$ cat config.mk
export PLATFORM = sky130hd
export DESIGN_NAME = ex_issue_stage
export DESIGN_NICKNAME = d
export VERILOG_FILES = /design/src/rtl/ex_issue_stage_pkg.sv /design/src/rtl/ex_issue_stage_fwd.sv /design/src/rtl/ex_issue_stage.sv
export SDC_FILE = /design/constraint.sdc
export NUM_CORES = 1
export LEC_CHECK = 0
export ABC_AREA = 1
export CAP_MARGIN = 30
export CORE_MARGIN = 2
export CORE_UTILIZATION = 47
export CTS_BUF_LIST = sky130_fd_sc_hd__clkbuf_8
export CTS_CLUSTER_DIAMETER = 40
export DETAILED_ROUTE_END_ITERATION = 12
export GPL_ROUTABILITY_DRIVEN = 0
export PLACE_DENSITY = 0.84
export SYNTH_ARGS = -nofsm -noshare
export SYNTH_HDL_FRONTEND = slang
export SYNTH_HIERARCHICAL = 1
export SYNTH_SLANG_ARGS = --single-unit
$ cat constraint.sdc
create_clock -name clk -period 7 [get_ports clk]
set_input_delay 1.75 -clock clk [delete_from_list [all_inputs] [get_ports clk]]
set_output_delay 1.75 -clock clk [all_outputs]
set_load 0.02 [all_outputs]
$ cat src/rtl/ex_issue_stage_pkg.sv
// Shared widths, opcode constants, EX-register payload and opcode classification helpers
// for the ID->EX issue stage.
package ex_issue_stage_pkg;

    localparam int unsigned XLEN  = 32;
    localparam int unsigned RA_W  = 5;
    localparam int unsigned CNT_W = 16;
    localparam int unsigned OPC_W = 7;

    localparam logic [OPC_W-1:0] OP_R   = 7'b0110011;
    localparam logic [OPC_W-1:0] OP_I   = 7'b0010011;
    localparam logic [OPC_W-1:0] OP_L   = 7'b0000011;
    localparam logic [OPC_W-1:0] OP_S   = 7'b0100011;
    localparam logic [OPC_W-1:0] OP_B   = 7'b1100011;
    localparam logic [OPC_W-1:0] LUI    = 7'b0110111;
    localparam logic [OPC_W-1:0] AUIPC  = 7'b0010111;
    localparam logic [OPC_W-1:0] JAL    = 7'b1101111;
    localparam logic [OPC_W-1:0] JALR   = 7'b1100111;

    localparam logic TRUE  = 1'b1;
    localparam logic FALSE = 1'b0;

    typedef struct packed {
        logic             valid;
        logic [OPC_W-1:0] opcode;
        logic [2:0]       func3;
        logic [6:0]       func7;
        logic [XLEN-1:0]  operand1;
        logic [XLEN-1:0]  operand2;
        logic [XLEN-1:0]  store_data;
        logic [RA_W-1:0]  rd;
        logic             reg_write;
        logic [XLEN-1:0]  pc;
    } ex_reg_t;

    function automatic logic rs1_used(input logic [OPC_W-1:0] op);
        return !(op == LUI || op == AUIPC || op == JAL);
    endfunction

    function automatic logic rs2_used(input logic [OPC_W-1:0] op);
        return (op == OP_R || op == OP_B || op == OP_S);
    endfunction

    function automatic logic writes_rd(input logic [OPC_W-1:0] op);
        return (op == OP_I || op == OP_R || op == OP_L || op == LUI ||
                op == AUIPC || op == JAL || op == JALR);
    endfunction

endpackage

$ cat src/rtl/ex_issue_stage_fwd.sv
// Combinational forwarding mux for one source operand: EX result, then MEM result, then regfile.
module ex_issue_stage_fwd
    import ex_issue_stage_pkg::*;
(
    input  logic [RA_W-1:0] rs,
    input  logic [XLEN-1:0] rf_data,
    input  logic            ex_fwd_en,
    input  logic [RA_W-1:0] ex_rd,
    input  logic [XLEN-1:0] ex_alu_out,
    input  logic            mem_we,
    input  logic [RA_W-1:0] mem_rd,
    input  logic [XLEN-1:0] mem_data,
    output logic [XLEN-1:0] fwd_c
);

    always_comb begin
        fwd_c = rf_data;
        if (rs == '0) begin
            fwd_c = '0;
        end else if (ex_fwd_en && ex_rd == rs) begin
            fwd_c = ex_alu_out;
        end else if (mem_we && mem_rd == rs) begin
            fwd_c = mem_data;
        end
    end

endmodule

$ cat src/rtl/ex_issue_stage.sv
// ID->EX pipeline register: hazard detection, operand forwarding/selection, load-use bubbles
// and a saturating load-use stall counter.
module ex_issue_stage
    import ex_issue_stage_pkg::*;
(
    input  logic              clk,
    input  logic              rst,
    input  logic              id_valid,
    output logic              id_ready,
    input  logic [OPC_W-1:0]  id_opcode,
    input  logic [2:0]        id_func3,
    input  logic [6:0]        id_func7,
    input  logic [RA_W-1:0]   id_rs1,
    input  logic [RA_W-1:0]   id_rs2,
    input  logic [RA_W-1:0]   id_rd,
    input  logic [XLEN-1:0]   id_rs1_data,
    input  logic [XLEN-1:0]   id_rs2_data,
    input  logic [XLEN-1:0]   id_imm,
    input  logic [XLEN-1:0]   id_pc,
    input  logic [XLEN-1:0]   ex_alu_out,
    input  logic [RA_W-1:0]   mem_rd,
    input  logic              mem_we,
    input  logic [XLEN-1:0]   mem_data,
    input  logic              mem_stall,
    input  logic              flush,
    output logic              ex_valid,
    output logic [OPC_W-1:0]  ex_opcode,
    output logic [2:0]        ex_func3,
    output logic [6:0]        ex_func7,
    output logic [XLEN-1:0]   ex_operand1,
    output logic [XLEN-1:0]   ex_operand2,
    output logic [XLEN-1:0]   ex_store_data,
    output logic [RA_W-1:0]   ex_rd,
    output logic              ex_reg_write,
    output logic [XLEN-1:0]   ex_pc,
    output logic [CNT_W-1:0]  stall_cnt
);

    ex_reg_t          ex_q;
    ex_reg_t          cap;
    logic [CNT_W-1:0] stall_cnt_q;
    logic             load_use;
    logic             ex_fwd_en;
    logic [XLEN-1:0]  rs1_fwd;
    logic [XLEN-1:0]  rs2_fwd;

    // A load in EX has no result yet, so it may only be forwarded from MEM.
    assign ex_fwd_en = ex_q.valid && ex_q.reg_write && (ex_q.opcode != OP_L);

    ex_issue_stage_fwd u_fwd_rs1 (
        .rs         (id_rs1),
        .rf_data    (id_rs1_data),
        .ex_fwd_en  (ex_fwd_en),
        .ex_rd      (ex_q.rd),
        .ex_alu_out (ex_alu_out),
        .mem_we     (mem_we),
        .mem_rd     (mem_rd),
        .mem_data   (mem_data),
        .fwd_c      (rs1_fwd)
    );

    ex_issue_stage_fwd u_fwd_rs2 (
        .rs         (id_rs2),
        .rf_data    (id_rs2_data),
        .ex_fwd_en  (ex_fwd_en),
        .ex_rd      (ex_q.rd),
        .ex_alu_out (ex_alu_out),
        .mem_we     (mem_we),
        .mem_rd     (mem_rd),
        .mem_data   (mem_data),
        .fwd_c      (rs2_fwd)
    );

    always_comb begin
        load_use = FALSE;
        if (ex_q.valid && ex_q.opcode == OP_L && ex_q.rd != '0) begin
            load_use = (rs1_used(id_opcode) && ex_q.rd == id_rs1) ||
                       (rs2_used(id_opcode) && ex_q.rd == id_rs2);
        end
        id_ready = !mem_stall && (!load_use || flush);
    end

    // Operand builder for the instruction offered by decode.
    always_comb begin
        cap            = '0;
        cap.valid      = TRUE;
        cap.opcode     = id_opcode;
        cap.func3      = id_func3;
        cap.func7      = id_func7;
        cap.rd         = id_rd;
        cap.pc         = id_pc;
        cap.reg_write  = writes_rd(id_opcode) && (id_rd != '0);
        cap.operand1   = (id_opcode == AUIPC || id_opcode == JAL || id_opcode == JALR)
                         ? id_pc : rs1_fwd;
        case (id_opcode)
            OP_I, OP_L, OP_S, LUI, AUIPC: cap.operand2 = id_imm;
            OP_R, OP_B:                   cap.operand2 = rs2_fwd;
            default:                      cap.operand2 = '0;
        endcase
        cap.store_data = (id_opcode == OP_S) ? rs2_fwd : '0;
    end

    always_ff @(posedge clk or posedge rst) begin
        if (rst) begin
            ex_q        <= '0;
            stall_cnt_q <= '0;
        end else if (!mem_stall) begin
            if (flush) begin
                ex_q <= '0;
            end else if (load_use) begin
                ex_q <= '0;
                if (stall_cnt_q != '1) begin
                    stall_cnt_q <= stall_cnt_q + CNT_W'(1);
                end
            end else if (id_valid) begin
                ex_q <= cap;
            end else begin
                ex_q <= '0;
            end
        end
    end

    assign ex_valid      = ex_q.valid;
    assign ex_opcode     = ex_q.opcode;
    assign ex_func3      = ex_q.func3;
    assign ex_func7      = ex_q.func7;
    assign ex_operand1   = ex_q.operand1;
    assign ex_operand2   = ex_q.operand2;
    assign ex_store_data = ex_q.store_data;
    assign ex_rd         = ex_q.rd;
    assign ex_reg_write  = ex_q.reg_write;
    assign ex_pc         = ex_q.pc;
    assign stall_cnt     = stall_cnt_q;

endmodule
==> impl_metrics.ini <==
[final_layout]
multi_input_area_mm2 = 0.00577
n_fill_cell = 1991
drive_above_1_share_pct = 9.45
regArea_mm2 = 0.00420
syn_to_final_growth_pct = 39.4
final_util_pct = 66.4
nNetsFinal = 2192

[floorplan]
dieArea_mm2 = 0.0249
die_h_um = 158
die_width_um = 158
start_util_pct = 47.6
rows = 56
ioPinCount = 404
coreArea_mm2 = 0.0233

[sta]
period_share_pct = 81.5
worstMarginPinSlew_ns = 1.05
hold_viol_final = 0
fin_skew_ns = 0.0290
max_slew_margin_pct = 30.3
setup_viol = 0
rsz0062_at_grt = false
max_freq_mhz = 175
period_needed_ns = 5.71
fin_ws_ns = 1.29
final_max_slew_viol_count = 0
fin_setup_tns_ns = 0

[drt]
vias_per_cell = 5.59
ant_nets = 0
drt-pass1-iter-count = 6
finalWirelength_mm = 44.4
vias = 12800
routedWlPerCell_um = 19.4
drc = 0
initialDrtViolationCount = 1252

[clock_tree]
htreeDepth = 4
insertion_delay_ns = 0.48
post_cts_buffers = 0
cts_buffers = 17
clockBufferDepth = 2
root_buffer = clkbuf_8
cts_tree = yes
cts.clk_slew.worst_paths_ns = 0.09
cts_resized = 0
clock-sinks = 168
postCtsHoldBufs = 0

[worst_setup_path]
arrival_ns = 3.96
regToRegEndpoint = ex_operand1[30]
critPathRequiredTime_ns = 5.25
rr_startpoint = ex_rd[3]
r2r_slack_ns = 3.68
cp_max_fo = 6
cp-end-kind = output pin
reg2regPathDepth = 12
cp-startpoint = id_opcode[6]
critPathKind = in2out
startpoint_type = input port

[synthesis]
yosys.area.top_type = dfrtp_1
synth_most_common_cell = nand2_1
netlist_instances = 1623
synth_warnings = 6
synth_area_mm2 = 0.0111
synthDistinctLibCells = 33
synthTopCellsByCount = nand2_1, dfrtp_1, nand3_1
syn_avg_cell_area_um2 = 6.85
synth_top_cell_area_share_pct = 37.8
async_flop_share_pct = 100
ys_top_cells_by_area = dfrtp_1, nand2_1, nand3_1
ys_ff_latch = 168
synth_edf_count = 0
synthFlopType = dfrtp_1
ys_seq_area_share_pct = 37.8
syn_nets = 1859

[placed_design]
hpwl_mm = 31.5
dp_slack_ns = 1.32
portBuffers = 403

[worst_hold_path]
hp-start = ex_store_data[0]
hold_path_depth = 2
whs_endpoint = ex_store_data[0]
hp-class = reg2reg

[grt]
grtUsageTotal_pct = 34.6
grt_overflow = 0
antenna_found_initial = 2
grt_max_degree = 83
grt_pass1_vias = 12400
grt_pass1_wl_mm = 66.3

[power]
ir_drop_mv = 0.106
power.density_mw_per_mm2 = 149
total_leakage_power_nw = 7.53

[status]
status = finished, final reports clean

[job]
maxCapViolCount = 0
==> kinds of logic (layout without fill, tap and decap cells) <==
group	Yosys count	in the layout	synth area share (%)
AO/OA/AOI/OAI	142	142	7.68
XOR/XNOR	15	15	1.18
adder cells (fa/ha/maj)	1	1	0.113
buffers and inverters	240	586	10.4
flip-flops	168	168	37.8
other	0	2	0
AND/OR/NAND/NOR	1057	1057	42.8
==> report_power, final <==
part	internal [mW]	total [mW]	switching, mW
Sequential	1.00	1.02	0.0236
Clock	0.341	0.752	0.411
Combinational	0.240	0.525	0.285
==> routing by layer <==
metal	share of wire (%)	wire length, um	GRT usage [%]
met5	0	0	0
met1	37	16500	42.4
met2	48	21300	58.5
met3	9.7	4280	6.52
met4	5.2	2300	16.6
==> final cells by class <==
cell class	count	area share, %
Inverter	135	3.30
Tap cell	319	2.58
Clock inverter	13	0.937
Clock buffer	19	1.69
Sequential cell	168	27.1
Multi-Input combinational cell	1215	37.3
Antenna cell	2	0.0323
Timing Repair Buffer	419	27.1
==> how the worst max path moves through the flow <==
stage	cells past startpoint	to
after floorplan	1	ex_func3[0]
after global placement	10	id_ready
after detailed placement	12	id_ready
after CTS	12	id_ready
after global routing	12	id_ready
final	12	id_ready
==> state kept, by name, indices dropped and copies added, names as in the netlist, 3 cells and up <==
signal         flops
ex_operand2       32
ex_func3           3
stall_cnt         16
ex_store_data     32
ex_pc             32
ex_func7           7
ex_opcode          7
ex_operand1       32
ex_rd              5
==> cells in the final DEF, fill, tap and decap left out, drive strengths merged, types with 15 or more instances in the layout <==
| cell type | instances |
|---|---|
| inv | 140 |
| dfrtp | 168 |
| clkdlybuf4s50 | 402 |
| buf | 17 |
| nand4 | 84 |
| nand2 | 585 |
| nor3 | 15 |
| nor2 | 166 |
| clkbuf | 19 |
| or2 | 32 |
| o21ai | 134 |
| nand3 | 172 |
==> stage by stage <==
stage	std cells	instance area [um^2]	hold WS (ns)	power [mW]
after floorplan	1623	11100	0.590	1.28
after global placement	2254	15000	0.462	1.55
after detailed placement	2256	15100	0.465	1.56
after CTS	2288	15500	0.488	2.29
after global routing	2289	15500	0.507	2.38
final	2290	15500	0.487	2.30
==> critical path: stages <==
cell and delay, ns:
clkdlybuf4s50_1 0.53, inv_2 0.14, nand2_1 0.05, nor2_1 0.14, nand2_1 0.13, and2_0 0.19
nand2_2 0.12, nand2_4 0.08, nand2_4 0.06, o21ai_0 0.07, inv_1 0.07, clkdlybuf4s50_1 0.61
(Power assumes the default switching activity.)
